**config.mk**
```make
export PLATFORM = sky130hd
export DESIGN_NAME = hilo_mdu
export DESIGN_NICKNAME = d
export VERILOG_FILES = /design/src/rtl/hilo_mdu.sv
export SDC_FILE = /design/constraint.sdc
export NUM_CORES = 2
export LEC_CHECK = 0
export BUFFER_PORTS_ARGS = -buffer_cell sky130_fd_sc_hd__clkbuf_2
export CELL_PAD_IN_SITES_DETAIL_PLACEMENT = 0
export CELL_PAD_IN_SITES_GLOBAL_PLACEMENT = 1
export CORE_MARGIN = 8
export CORE_UTILIZATION = 55
export CTS_BUF_LIST = sky130_fd_sc_hd__clkbuf_2
export DETAILED_ROUTE_END_ITERATION = 6
export HOLD_SLACK_MARGIN = 0.08
export PLACE_DENSITY_LB_ADDON = 0.25
export SLEW_MARGIN = 20
export SYNTH_ARGS = -nofsm -noshare
export SYNTH_HDL_FRONTEND = slang
export SYNTH_SLANG_ARGS = --single-unit
```
**constraint.sdc**
```tcl
create_clock -name clk -period 19.3 [get_ports clk]
set_input_delay 0.965 -clock clk [delete_from_list [all_inputs] [get_ports clk]]
set_output_delay 0.965 -clock clk [all_outputs]
set_load 0.01 [all_outputs]
```
**src/rtl/hilo_mdu.sv**
```systemverilog
// Multiply/divide unit with architectural HI/LO for the EX stage.
// MULT/MULTU/DIV/DIVU run multi-cycle; MTHI/MTLO write in one cycle.
module hilo_mdu #(
    parameter int unsigned MUL_CYCLES = 3,
    parameter int unsigned DIV_CYCLES = 34
) (
    input  logic        clk,
    input  logic        rst_n,
    input  logic        start,
    input  logic [2:0]  op,
    input  logic [31:0] rs_val,
    input  logic [31:0] rt_val,
    input  logic        flush,
    input  logic        rd_hilo,
    output logic        busy,
    output logic        stall,
    output logic [31:0] HI,
    output logic [31:0] LO
);

    localparam int unsigned MaxCycles = (MUL_CYCLES > DIV_CYCLES) ? MUL_CYCLES : DIV_CYCLES;
    localparam int unsigned CntW      = $clog2(MaxCycles + 1);

    localparam logic [CntW-1:0] CntZero = '0;
    localparam logic [CntW-1:0] CntOne  = CntW'(1);
    localparam logic [CntW-1:0] MulLast = CntW'(MUL_CYCLES);
    localparam logic [CntW-1:0] DivLast = CntW'(DIV_CYCLES);

    localparam logic [2:0] OpMult  = 3'b000;
    localparam logic [2:0] OpMultu = 3'b001;
    localparam logic [2:0] OpDiv   = 3'b010;
    localparam logic [2:0] OpDivu  = 3'b011;
    localparam logic [2:0] OpMthi  = 3'b100;
    localparam logic [2:0] OpMtlo  = 3'b101;

    typedef enum logic [1:0] {
        StIdle,
        StMul,
        StDiv
    } state_e;

    state_e          state_q, state_d;
    logic [CntW-1:0] cnt_q, cnt_d;
    logic [31:0]     hi_q, hi_d;
    logic [31:0]     lo_q, lo_d;
    logic [31:0]     a_q, a_d;
    logic [31:0]     b_q, b_d;
    logic            sgn_q, sgn_d;
    logic [31:0]     rem_q, rem_d;
    logic [31:0]     quo_q, quo_d;
    logic [31:0]     dvs_q, dvs_d;

    // Sign-extending only for signed ops lets one 64-bit multiply serve both.
    logic [63:0] ext_a, ext_b, prod;
    assign ext_a = {{32{sgn_q & a_q[31]}}, a_q};
    assign ext_b = {{32{sgn_q & b_q[31]}}, b_q};
    assign prod  = ext_a * ext_b;

    // One restoring step; rem_q < dvs_q keeps the difference within 32 bits.
    logic [32:0] rem_sh;
    logic        rem_ge;
    logic [31:0] rem_sub;
    assign rem_sh  = {rem_q, quo_q[31]};
    assign rem_ge  = rem_sh >= {1'b0, dvs_q};
    assign rem_sub = rem_sh[31:0] - dvs_q;

    logic [31:0] a_mag, b_mag;
    assign a_mag = (sgn_q && a_q[31]) ? -a_q : a_q;
    assign b_mag = (sgn_q && b_q[31]) ? -b_q : b_q;

    logic        neg_quo, neg_rem, div_zero;
    logic [31:0] quo_fix, rem_fix;
    assign neg_quo  = sgn_q & (a_q[31] ^ b_q[31]);
    assign neg_rem  = sgn_q & a_q[31];
    assign div_zero = (b_q == 32'd0);
    assign quo_fix  = div_zero ? 32'hFFFF_FFFF : (neg_quo ? -quo_q : quo_q);
    assign rem_fix  = div_zero ? a_q : (neg_rem ? -rem_q : rem_q);

    always_comb begin
        state_d = state_q;
        cnt_d   = cnt_q;
        hi_d    = hi_q;
        lo_d    = lo_q;
        a_d     = a_q;
        b_d     = b_q;
        sgn_d   = sgn_q;
        rem_d   = rem_q;
        quo_d   = quo_q;
        dvs_d   = dvs_q;

        unique case (state_q)
            StIdle: begin
                if (start && !flush) begin
                    case (op)
                        OpMult, OpMultu: begin
                            state_d = StMul;
                            cnt_d   = CntOne;
                            a_d     = rs_val;
                            b_d     = rt_val;
                            sgn_d   = (op == OpMult);
                        end
                        OpDiv, OpDivu: begin
                            state_d = StDiv;
                            cnt_d   = CntOne;
                            a_d     = rs_val;
                            b_d     = rt_val;
                            sgn_d   = (op == OpDiv);
                        end
                        OpMthi:  hi_d = rs_val;
                        OpMtlo:  lo_d = rs_val;
                        default: ;
                    endcase
                end
            end
            StMul: begin
                if (flush) begin
                    state_d = StIdle;
                    cnt_d   = CntZero;
                end else if (cnt_q == MulLast) begin
                    state_d      = StIdle;
                    cnt_d        = CntZero;
                    {hi_d, lo_d} = prod;
                end else begin
                    cnt_d = cnt_q + CntOne;
                end
            end
            StDiv: begin
                if (flush) begin
                    state_d = StIdle;
                    cnt_d   = CntZero;
                end else if (cnt_q == DivLast) begin
                    state_d = StIdle;
                    cnt_d   = CntZero;
                    hi_d    = rem_fix;
                    lo_d    = quo_fix;
                end else begin
                    cnt_d = cnt_q + CntOne;
                    if (cnt_q == CntOne) begin
                        // Operand prep: quotient register starts holding the dividend magnitude.
                        rem_d = 32'd0;
                        quo_d = a_mag;
                        dvs_d = b_mag;
                    end else if (rem_ge) begin
                        rem_d = rem_sub;
                        quo_d = {quo_q[30:0], 1'b1};
                    end else begin
                        rem_d = rem_sh[31:0];
                        quo_d = {quo_q[30:0], 1'b0};
                    end
                end
            end
            default: begin
                state_d = StIdle;
                cnt_d   = CntZero;
            end
        endcase
    end

    always_ff @(posedge clk) begin
        if (!rst_n) begin
            state_q <= StIdle;
            cnt_q   <= CntZero;
            hi_q    <= 32'd0;
            lo_q    <= 32'd0;
            a_q     <= 32'd0;
            b_q     <= 32'd0;
            sgn_q   <= 1'b0;
            rem_q   <= 32'd0;
            quo_q   <= 32'd0;
            dvs_q   <= 32'd0;
        end else begin
            state_q <= state_d;
            cnt_q   <= cnt_d;
            hi_q    <= hi_d;
            lo_q    <= lo_d;
            a_q     <= a_d;
            b_q     <= b_d;
            sgn_q   <= sgn_d;
            rem_q   <= rem_d;
            quo_q   <= quo_d;
            dvs_q   <= dvs_d;
        end
    end

    assign busy  = (state_q != StIdle);
    assign stall = busy & rd_hilo;
    assign HI    = hi_q;
    assign LO    = lo_q;

endmodule
```
==> flow_metrics.tcl <==
set metrics [dict create \
    p_per_area_mw_per_mm2 23.3 \
    cp-start-kind "register" \
    cts.path.max_buffers 3 \
    drtIter0Drc 3670 \
    synth_top_cell_by_area "fa_1" \
    die_area_mm2 0.106 \
    synth-simple-area-share_pct 16.5 \
    gp_congestion 0.964 \
    setup_tns_ns 0 \
    rsz0062_at_grt "no" \
    slowest_delay_ns 0.86 \
    grt_use_total_pct 33.8 \
    post-route-drc-count 0 \
    fin_nets 7621 \
    setup_viol_count_final 0 \
    required_ns 20.26 \
    final_hold_viol_count 0 \
    drive_gt1_share_pct 6.47 \
    fin_crit_ns 9.66 \
    io_pins 138 \
    clk_latency_ns 1.22 \
    drt-total-wl_um 177000 \
    hpwl_um 132000 \
    synthFlopType "dfxtp_1" \
    synth-seq-cells 233 \
    die_w_um 326 \
    synth_cells 6208 \
    maxCapViolCount 0 \
    muxShareOfSynthArea_pct 0.170 \
    port_buffers 137 \
    drt_pass1_iterations 6 \
    core_mm2 0.0952 \
    synth.top_cell.area_share_pct 42.6 \
    avgSynthCellArea_um2 8.52 \
    syn_nets 7663 \
    die_h_um 326 \
    gr-total-overflow 0 \
    outcome "complete, no violations" \
    rr_startpoint "a_q[31]$_SDFFE_PN0P_" \
    min_path_type "input port to register" \
    cts_tree "built" \
    area_growth_pct 5.11 \
    grt_pass1_vias 46000 \
    antenna_found_initial 6 \
    grt_max_degree 88 \
    r2r_slack_ns 9.64 \
    clk_pin_slew_ns 0.11 \
    synth-compound-area-share_pct 10.6 \
    cp-endpoint "HI[31]$_SDFFE_PN0P_" \
    synth_edf_count 0 \
    fillerInstances 8737 \
    crit_path_end_kind "register" \
    r2r_cells 30 \
    fin_skew_ns 0.209 \
    cts_max_level 3 \
    power.leakage_nw 26.7 \
    vias 43600 \
    vias_per_cell 5.83 \
    path_max_fanout 53 \
    start_util_pct 55.6 \
    synth_top_family_by_area "adder cells" \
    cts.sinks 233 \
    crit_arrival_ns 10.63 \
    cp-startpoint "a_q[31]$_SDFFE_PN0P_" \
    cts-root-buf "clkbuf_2" \
    yosys.cell_count.top_type "inv_1" \
    yosys-top-cells-count "inv_1, fa_1, nand2_1" \
    worstMarginPinSlew_ns 1.06 \
    synthAdderAreaFrac_pct 48.7 \
    ir_drop_uv 34.2 \
    finalCritPeriodShare_pct 50.1 \
    worstSetupPathType "register to register" \
    r2r-end "HI[31]$_SDFFE_PN0P_" \
    max_freq_mhz 103 \
    synth_cell_types 84 \
    slowest_stage "fa_1" \
    cts_resized 0 \
    multi_input_area_mm2 0.0421 \
    wl_per_cell_um 23.7 \
    timing.hold.ws_ns 0.168 \
    slew_violations 0 \
    slew_headroom_pct 29.3 \
    yosysSeqAreaShare_pct 8.81 \
    async_flop_share_pct 0 \
    ant_nets 0 \
    crit_path_frequent_cell "fa_1" \
    syn_area_mm2 0.0529 \
    row_count 113 \
    cts_buffers 70 \
    grt_pass1_wl_um 277000 \
    synth-xor-area-share_pct 3.46 \
    ff_latch_area_mm2 0.00469 \
    synthTopCellsByArea "fa_1, dfxtp_1, inv_1" \
    synth_warnings 0 \
]
## flip-flops by register name, indices dropped and copies added, names as in the netlist
name	cells
LO	32
rem_q	32
a_q	32
dvs_q	32
state_q	2
b_q	32
cnt_q	6
HI	32
sgn_q	1
quo_q	32
## timing repair
action	CTS	global route
hold endpoints to repair	50	0
endpoints found under the setup margin	0	0
buffers inserted	0	0
hold buffers	70	0
## kinds of logic (layout without fill, tap and decap cells)
logic type,Yosys count,after routing
flops,233,233
xor+xnor,209,209
other cells,0,5
fa+ha+maj,1383,1383
simple gates,1892,1892
compound gates,868,868
buf+inv,1614,1619
mux,9,9
## power breakdown
| group | total (mW) | switching (mW) | leakage (nW) | internal, mW |
|---|---|---|---|---|
| Clock | 0.423 | 0.259 | 0.481 | 0.165 |
| Combinational | 0.365 | 0.261 | 24.3 | 0.104 |
| Sequential | 0.506 | 0.0143 | 1.89 | 0.491 |
| Total | 1.29 | 0.535 | 26.7 | 0.759 |
## layout by cell type (no fill, tap or decap), types with 21 or more instances in the layout
cell type / count
nand2_1: 1028
a21boi_0: 70
a21oi_1: 228
o21ai_0: 198
nor2b_1: 71
nor3_1: 38
nand2b_1: 23
nor2_1: 205
buf_4: 93
a211oi_1: 47
and3_1: 28
inv_1: 1199
dfxtp_1: 215
or3_1: 21
nand3_1: 35
ha_1: 255
a31oi_1: 29
a311oi_1: 23
and2_1: 348
clkbuf_2: 235
o211a_1: 32
xor2_1: 94
dlygate4sd3_1: 70
xnor2_1: 115
o31ai_1: 28
o211ai_1: 36
fa_1: 1126
a21o_1: 49
## cell type report
cell class,count,area share (%)
Clock buffer,99,0.891
Timing Repair Buffer,300,3.76
Tap cell,1265,2.85
Sequential cell,233,8.43
Antenna cell,5,0.0225
Multi-Input combinational cell,4361,75.7
Clock inverter,20,0.254
Inverter,1200,8.10
## worst min-delay path by stage
| stage | start | endpoint | slack, ns | depth (start not counted) |
|---|---|---|---|---|
| after floorplan | dvs_q[0]$_SDFFE_PN0P_ | dvs_q[0]$_SDFFE_PN0P_ | 0.44 | 2 |
| final | rs_val[3] | a_q[3]$_SDFFE_PN0P_ | 0.17 | 3 |
| after global placement | LO[28]$_SDFFE_PN0P_ | LO[28]$_SDFFE_PN0P_ | 0.45 | 2 |
| after detailed placement | LO[28]$_SDFFE_PN0P_ | LO[28]$_SDFFE_PN0P_ | 0.45 | 2 |
| after global routing | rst_n | a_q[8]$_SDFFE_PN0P_ | 0.13 | 2 |
| after CTS | rst_n | a_q[11]$_SDFFE_PN0P_ | 0.08 | 2 |
## metrics by stage
stage | setup slack (ns) | power, mW | utilization (%) | area (um2) | cells
after detailed placement | 9.89 | 0.860 | 57.0 | 54300 | 7289
final | 9.64 | 1.29 | 58.5 | 55600 | 7483
after global routing | 8.97 | 1.35 | 58.5 | 55600 | 7481
after global placement | 10.00 | 0.857 | 57.0 | 54300 | 7289
after floorplan | 10.37 | 0.718 | - | 52900 | 6208
after CTS | 9.62 | 1.29 | 58.4 | 55600 | 7478
## worst max-delay path: cells and delay by family, from the launching register on
| kind | cells | cell delay [ns] |
|---|---|---|
| buffers and inverters | 8 | 1.51 |
| flip-flops | 1 | 0.32 |
| adder cells (fa/ha/maj) | 9 | 4.61 |
| AO/OA/AOI/OAI | 10 | 2.25 |
| AND/OR/NAND/NOR | 3 | 0.73 |
## routing by layer
metal | track usage [%] | up-vias | share of wire (%)
li1 | - | 18800 | -
met1 | 43.9 | 22200 | 40
met2 | 54.4 | 2055 | 46
met3 | 5.84 | 499 | 8.4
met4 | 17.3 | 2 | 6.3
met5 | 0 | - | 0.0045
(Power assumes the default switching activity.)
